$ cat config.mk
export PLATFORM = sky130hd
export DESIGN_NAME = stone_renderer
export DESIGN_NICKNAME = d
export VERILOG_FILES = /design/src/rtl/stone_renderer.sv
export SDC_FILE = /design/constraint.sdc
export NUM_CORES = 1
export LEC_CHECK = 0
export ABC_AREA = 0
export BUFFER_PORTS_ARGS = -buffer_cell sky130_fd_sc_hd__buf_2
export CAP_MARGIN = 30
export CORE_UTILIZATION = 30
export DETAILED_ROUTE_END_ITERATION = 8
export REMOVE_ABC_BUFFERS = 1
export SLEW_MARGIN = 40
export SYNTH_ARGS = -nofsm -noshare
export SYNTH_HDL_FRONTEND = slang
export SYNTH_SLANG_ARGS = --single-unit
$ cat constraint.sdc
create_clock -name clock -period 11.99 [get_ports clock]
set_input_delay 2.398 -clock clock [delete_from_list [all_inputs] [get_ports clock]]
set_output_delay 2.398 -clock clock [all_outputs]
set_load 0.02 [all_outputs]
$ cat src/rtl/stone_renderer.sv
// Per-frame stone sprite renderer: scans the stone RAM, erases each stone's previous
// 16x16 box from a shadow table and plots the current box to the pixel-write port.
module stone_renderer #(
    parameter int unsigned RAM_LATENCY = 1,
    parameter int unsigned SPRITE      = 16,
    parameter int unsigned SCREEN_W    = 320,
    parameter int unsigned SCREEN_H    = 240,
    parameter logic [2:0]  COL_BG      = 3'b000,
    parameter logic [2:0]  COL_STONE   = 3'b111,
    parameter logic [2:0]  COL_GOLD    = 3'b110,
    parameter logic [2:0]  COL_DIAMOND = 3'b011
) (
    input  logic        clock,
    input  logic        resetn,
    input  logic        start,
    input  logic [3:0]  quantity,
    input  logic [31:0] ram_data,
    output logic [3:0]  draw_index,
    output logic        draw_stone_flag,
    output logic        plot,
    output logic [8:0]  x,
    output logic [7:0]  y,
    output logic [2:0]  colour,
    output logic        done
);

    localparam logic [2:0] S_IDLE  = 3'd0;
    localparam logic [2:0] S_WAIT  = 3'd1;
    localparam logic [2:0] S_LATCH = 3'd2;
    localparam logic [2:0] S_ERASE = 3'd3;
    localparam logic [2:0] S_DRAW  = 3'd4;
    localparam logic [2:0] S_NEXT  = 3'd5;
    localparam logic [2:0] S_DONE  = 3'd6;

    localparam logic [7:0] LAST_PIX  = 8'(SPRITE * SPRITE - 1);
    localparam logic [3:0] WAIT_LAST = 4'(RAM_LATENCY);

    logic [2:0]  state;
    logic [3:0]  q_lat;
    logic [3:0]  idx;
    logic [3:0]  wait_cnt;
    logic [7:0]  pix;
    logic [8:0]  cur_x;
    logic [7:0]  cur_y;
    logic [1:0]  cur_type;
    logic        vis;
    logic [8:0]  er_x;
    logic [7:0]  er_y;
    logic [15:0] shadow_valid;
    logic [16:0] shadow_xy [16];

    logic [8:0]  ram_x;
    logic [7:0]  ram_y;
    logic [1:0]  ram_type;
    logic        ram_vis;
    logic        erase_req;
    logic [3:0]  idx_inc;

    logic        unused_bits;

    assign ram_x    = ram_data[31:23];
    assign ram_y    = ram_data[18:11];
    assign ram_type = ram_data[3:2];
    assign ram_vis  = ram_data[1];
    assign unused_bits = ^{ram_data[22:19], ram_data[10:4], ram_data[0]};

    // A stone that is still visible at the same spot is redrawn without an erase pass.
    assign erase_req = shadow_valid[idx] & (~ram_vis | (shadow_xy[idx] != {ram_x, ram_y}));
    assign idx_inc   = idx + 4'd1;
    assign draw_index = idx;

    logic [8:0] base_x;
    logic [7:0] base_y;
    logic [2:0] pix_colour;
    logic [9:0] sum_x;
    logic [8:0] sum_y;
    logic       scanning;
    logic       on_screen;

    always_comb begin
        base_x     = cur_x;
        base_y     = cur_y;
        pix_colour = COL_DIAMOND;
        if (state == S_ERASE) begin
            base_x     = er_x;
            base_y     = er_y;
            pix_colour = COL_BG;
        end else if (cur_type == 2'd0) begin
            pix_colour = COL_STONE;
        end else if (cur_type == 2'd1) begin
            pix_colour = COL_GOLD;
        end
    end

    // Sums are one bit wider than the outputs so off-screen pixels can be clipped.
    assign sum_x     = {1'b0, base_x} + {6'd0, pix[3:0]};
    assign sum_y     = {1'b0, base_y} + {5'd0, pix[7:4]};
    assign scanning  = (state == S_ERASE) || (state == S_DRAW);
    assign on_screen = (sum_x < 10'(SCREEN_W)) && (sum_y < 9'(SCREEN_H));

    always_ff @(posedge clock or negedge resetn) begin
        if (!resetn) begin
            state           <= S_IDLE;
            q_lat           <= 4'd0;
            idx             <= 4'd0;
            wait_cnt        <= 4'd0;
            pix             <= 8'd0;
            cur_x           <= 9'd0;
            cur_y           <= 8'd0;
            cur_type        <= 2'd0;
            vis             <= 1'b0;
            er_x            <= 9'd0;
            er_y            <= 8'd0;
            shadow_valid    <= 16'd0;
            draw_stone_flag <= 1'b0;
            done            <= 1'b0;
            plot            <= 1'b0;
            x               <= 9'd0;
            y               <= 8'd0;
            colour          <= 3'd0;
        end else begin
            done <= 1'b0;
            plot <= scanning && on_screen;
            if (scanning && on_screen) begin
                x      <= sum_x[8:0];
                y      <= sum_y[7:0];
                colour <= pix_colour;
            end

            case (state)
                S_IDLE: begin
                    if (start) begin
                        q_lat           <= quantity;
                        idx             <= 4'd0;
                        wait_cnt        <= 4'd0;
                        draw_stone_flag <= 1'b1;
                        if (quantity != 4'd0) begin
                            state <= S_WAIT;
                        end else begin
                            state <= S_DONE;
                            done  <= 1'b1;
                        end
                    end
                end
                // One cycle beyond the RAM latency covers the external address-mux switchover.
                S_WAIT: begin
                    if (wait_cnt == WAIT_LAST) begin
                        wait_cnt <= 4'd0;
                        state    <= S_LATCH;
                    end else begin
                        wait_cnt <= wait_cnt + 4'd1;
                    end
                end
                S_LATCH: begin
                    cur_x    <= ram_x;
                    cur_y    <= ram_y;
                    cur_type <= ram_type;
                    vis      <= ram_vis;
                    er_x     <= shadow_xy[idx][16:8];
                    er_y     <= shadow_xy[idx][7:0];
                    pix      <= 8'd0;
                    if (erase_req)    state <= S_ERASE;
                    else if (ram_vis) state <= S_DRAW;
                    else              state <= S_NEXT;
                end
                S_ERASE: begin
                    pix <= pix + 8'd1;
                    if (pix == LAST_PIX) state <= vis ? S_DRAW : S_NEXT;
                end
                S_DRAW: begin
                    pix <= pix + 8'd1;
                    if (pix == LAST_PIX) state <= S_NEXT;
                end
                S_NEXT: begin
                    shadow_valid[idx] <= vis;
                    idx               <= idx_inc;
                    if (idx_inc == q_lat) begin
                        state           <= S_DONE;
                        done            <= 1'b1;
                        draw_stone_flag <= 1'b0;
                    end else begin
                        state <= S_WAIT;
                    end
                end
                S_DONE: begin
                    draw_stone_flag <= 1'b0;
                    state           <= S_IDLE;
                end
                default: state <= S_IDLE;
            endcase
        end
    end

    // Shadow positions need no reset: they are only trusted when the matching valid bit is set.
    genvar gi;
    generate
        for (gi = 0; gi < 16; gi++) begin : g_shadow
            always_ff @(posedge clock) begin
                if (state == S_NEXT && vis && idx == 4'(gi)) begin
                    shadow_xy[gi] <= {cur_x, cur_y};
                end
            end
        end
    endgenerate

endmodule

==> implementation parameters <==
Parameter                              Value

Worst setup path
  Launching element type of the critical path ... flip-flop
  Register-to-Register Path Depth ... 9
  Critical path startpoint ... draw_index[1]
  Worst path max stage delay ... 760 ps
  Slowest CP cell ... dfrtp_4
  Bufs and invs on worst path ... 2
  Crit path to ... draw_index[1]
  Cell class contributing the biggest share of worst-path delay ... buffers and inverters
  Crit path cell chain ... buf_4 > buf_2
  Critical register-to-register path startpoint ... draw_index[1]
  Highest net fanout along the worst path ... 42
  Endpoint of the most critical register-to-register path ... state[1]
  Arrival time at the worst endpoint ... 2360 ps
  Register-to-register path setup slack ... 7450 ps
  Setup CP Type ... reg -> out
  Endpoint required time on the critical path ... 9590 ps
  Critical Path Stages ... 2
  Critical path endpoint category ... output pin

Clock tree
  Number of buffers added to fix hold violations after cts ... 0
  Sinks on Clock Net ... 371
  Post-cts resize count ... 0
  Count of H-tree levels built during CTS ... 2
  Clock-pin slew on the worst setup and hold paths ... 60 ps
  Clock tree buffer depth ... 3
  TritonCTS buffer count ... 41
  Clock root buffer master ... clkbuf_16
  Clock latency of the later-clocked register in the worst-skew pair ... 530 ps
  Setup Buffers After CTS ... 0
  CTS tree ... yes

GRT
  Total overflow reported by the global router ... 0
  Antenna violations before repair ... 7
  Number of global-route vias before repair ... 9720
  Pin count of the biggest net entering global routing ... 58
  Aggregate global-route resource usage ... 15.4%
  Wire length of the first global-routing pass ... 62.6 mm

Logic synthesis
  Post-synthesis sequential element count ... 371
  Main synth FF type ... edfxtp_1
  YS warnings ... 0
  Fraction of the yosys area taken by sequential cells ... 65.7%
  Mapped Avg Cell Area ... 14.3 um2
  Number of instances in the synthesized netlist ... 1132
  Post-synth EDFFs ... 272
  Async set-reset flop share out of synthesis ... 26.7%
  Netlist Area Pre-Place ... 16200 um2
  Distinct cell type count of the synthesized netlist ... 63

Timing
  Worst-case headroom to the max-slew limit ... 35.0%
  Total of endpoints with negative setup slack in the final report ... 0
  Slew @ Worst Pin ... 951 ps
  Setup repair after global routing missed its margin ... no
  Fraction of the cycle the final worst path needs ... 39.7%
  Number of max-slew violations in the final report ... 0
  Worst-case setup margin in the final layout ... 7230 ps
  Maximum clock frequency ... 210 MHz
  Final setup TNS ... 0 ps
  Worst clock skew ... 12.4 ps
  Count of final hold-check violations ... 0
  Clock period minus final worst setup slack ... 4760 ps

Detailed routing
  Final Routed Wirelength ... 41.6 mm
  Detailed-routing iteration count for the pre-antenna-repair pass ... 5
  Final antenna-violating net count ... 0
  First-iteration detailed-routing DRC count ... 863
  DR vias ... 9792
  Detail-routed via count per cell ... 5.11
  Wire length per cell after detailed routing ... 21.7 um
  Remaining DRCs ... 0

Floorplanning
  Count of pins on the block boundary ... 66
  Overall die width ... 234 um
  Die extent in y ... 234 um
  Initial Util ... 30.6%
  Number of placement rows ... 84
  Die ar. ... 55000 um2
  Core outline area ... 53000 um2

Power
  Power density of the placed cells ... 242 nW/um2
  VDD IR-drop max ... 117 uV
  Leakage power ... 6.68 nW

Status
  Status ... finished, final reports clean

Layout
  Number of nets in the layout ... 1254
  Post-route core utilization ... 35.1%
  Filler cells ... 5154
  Synth-to-Final Area Change ... 14.6%
  Ratio of cells with drive above 1 in the final layout ... 19.7%
  Ant diodes ... 0

Place
  Placer Congestion ... 0.817
  Pre-CTS worst setup slack ... 7170 ps
  Number of buffers added on ports ... 53
  Half-perimeter wire length after placement ... 25.7 mm

Run
  Max-Cap Viols ... 0

Worst hold path
  Startpoint of the tightest hold check path ... cur_type[0]
  Type of the worst min-delay path ... reg -> reg
[layout by cell type, fill, tap and decap left out, types with 4 or more instances in the layout]
cell       count
buf_4         25
inv_1         21
dfrtp_1       96
nand2_1      167
nor2b_1       10
a21o_1         5
edfxtp_1     272
mux4_2        52
nand4_1        5
o2111ai_1      5
nor2_4         4
mux2_2        33
o31ai_1        4
nor2_1        44
and3_1         7
ha_1          15
a22o_1         7
o21ai_0       76
a31oi_1       10
nor3_1        10
and2_1         6
a22oi_1        9
nand3_1       27
clkinv_1       8
xnor2_1       24
nor2_2        12
xor2_1        14
or3_1          6
o22ai_1        8
a21oi_1       20
mux2i_1       56
clkbuf_16     41
clkbuf_1      16
buf_2         52
[cell families (layout without fill, tap and decap cells)]
| kind of cell | count (synthesis) | in the layout | synth area share (%) |
|---|---|---|---|
| and+or+nand+nor | 316 | 316 | 8.49 |
| xor gates and xnor gates | 38 | 38 | 2.05 |
| DFF | 371 | 371 | 65.7 |
| AOI/OAI and AO/OA | 165 | 165 | 6.26 |
| buffers and inverters | 80 | 175 | 2.52 |
| adders and majority gates | 17 | 17 | 1.40 |
| muxes | 145 | 145 | 13.6 |
[synth_stat cells, drive strengths merged (2+ instances only)]
cell	instances	area, um2
nand3	27	135
o31ai	4	30.0
a211oi	3	22.5
mux2i	57	583
a221o	2	20.0
nor2b	10	62.6
nand4	5	31.3
o21a	3	22.5
o221ai	2	17.5
clkbuf	31	118
dfrtp	99	2480
o2111ai	5	43.8
o22ai	8	50.1
inv	22	82.6
nor4	2	12.5
edfxtp	272	8170
nor2	60	225
fa	2	40.0
a21oi	20	100
xor2	14	123
ha	15	188
nand2b	3	18.8
mux4	55	1250
o21ai	76	380
and2	8	50.1
a31oi	10	62.6
a22o	7	61.3
xnor2	24	210
or2	3	18.8
mux2	33	372
or3	7	48.8
buf	27	209
a21o	5	37.5
and3	7	43.8
nand3b	2	15.0
o311ai	2	17.5
nor3	10	50.1
a22oi	9	67.6
nand2	168	631
[per-layer routing]
metal  wire length (um)  part of all wire, %  global-route usage [%]  up-vias
met5                 64                 0.15                       0        -
met1              17900                   43                    20.4     5022
met3               2520                  6.1                    3.31       69
li1                   -                    -                       -     4384
met2              20200                   49                    25.4      307
met4                890                  2.1                    3.91       10
[where the power goes]
group / total (mW) / internal [mW] / leakage (nW) / switching (mW)
combinational: 1.37 / 0.555 / 2.38 / 0.812
sequential: 1.94 / 1.68 / 3.71 / 0.263
clock: 1.18 / 0.696 / 0.596 / 0.485
total: 4.49 / 2.93 / 6.68 / 1.56
[worst min path at each step]
stage                     slack, ps           to  cells past startpoint
after CTS                       480  cur_type[0]                      2
after detailed placement        460  cur_type[0]                      2
final                           470  cur_type[0]                      2
after global routing            500  cur_type[0]                      2
after global placement          460  cur_type[0]                      2
after floorplan                 440  cur_type[0]                      2
[metrics by stage]
stage	power [mW]	cell area [um2]	instances	hold WS, ps
3_3_place_gp	3.30	17300	1840	456
6_report	4.49	18600	1915	471
5_1_grt	4.73	18600	1915	500
2_1_floorplan	2.85	15900	1074	438
4_1_cts	4.52	18600	1914	475
3_5_place_dp	3.34	17300	1842	461
[tightest hold or removal path, cell delays in order (launching register included)]
cell     delay [ps]
dfrtp_1         330
nand2_1          50
nand2_1          60
[flip-flops by register name (all words and copies together), names as in the netlist, 4 cells and up]
name and cells:
cur_x 9, cur_y 8, draw_index 4, er_x 9, er_y 8, pix 8, q_lat 4, shadow_valid 16
shadow_xy 272, wait_cnt 4, x 9, y 8
[final cells by class]
type,count,area [um2],area share (%)
timing repair buffer,81,517,2.78
sequential,371,10700,57.3
multi-input combinational,681,5230,28.1
tap,688,861,4.63
clock buffer,57,1090,5.85
inverter,22,82.6,0.445
clock inverter,15,151,0.815
Power figures use the tool's default switching activity.
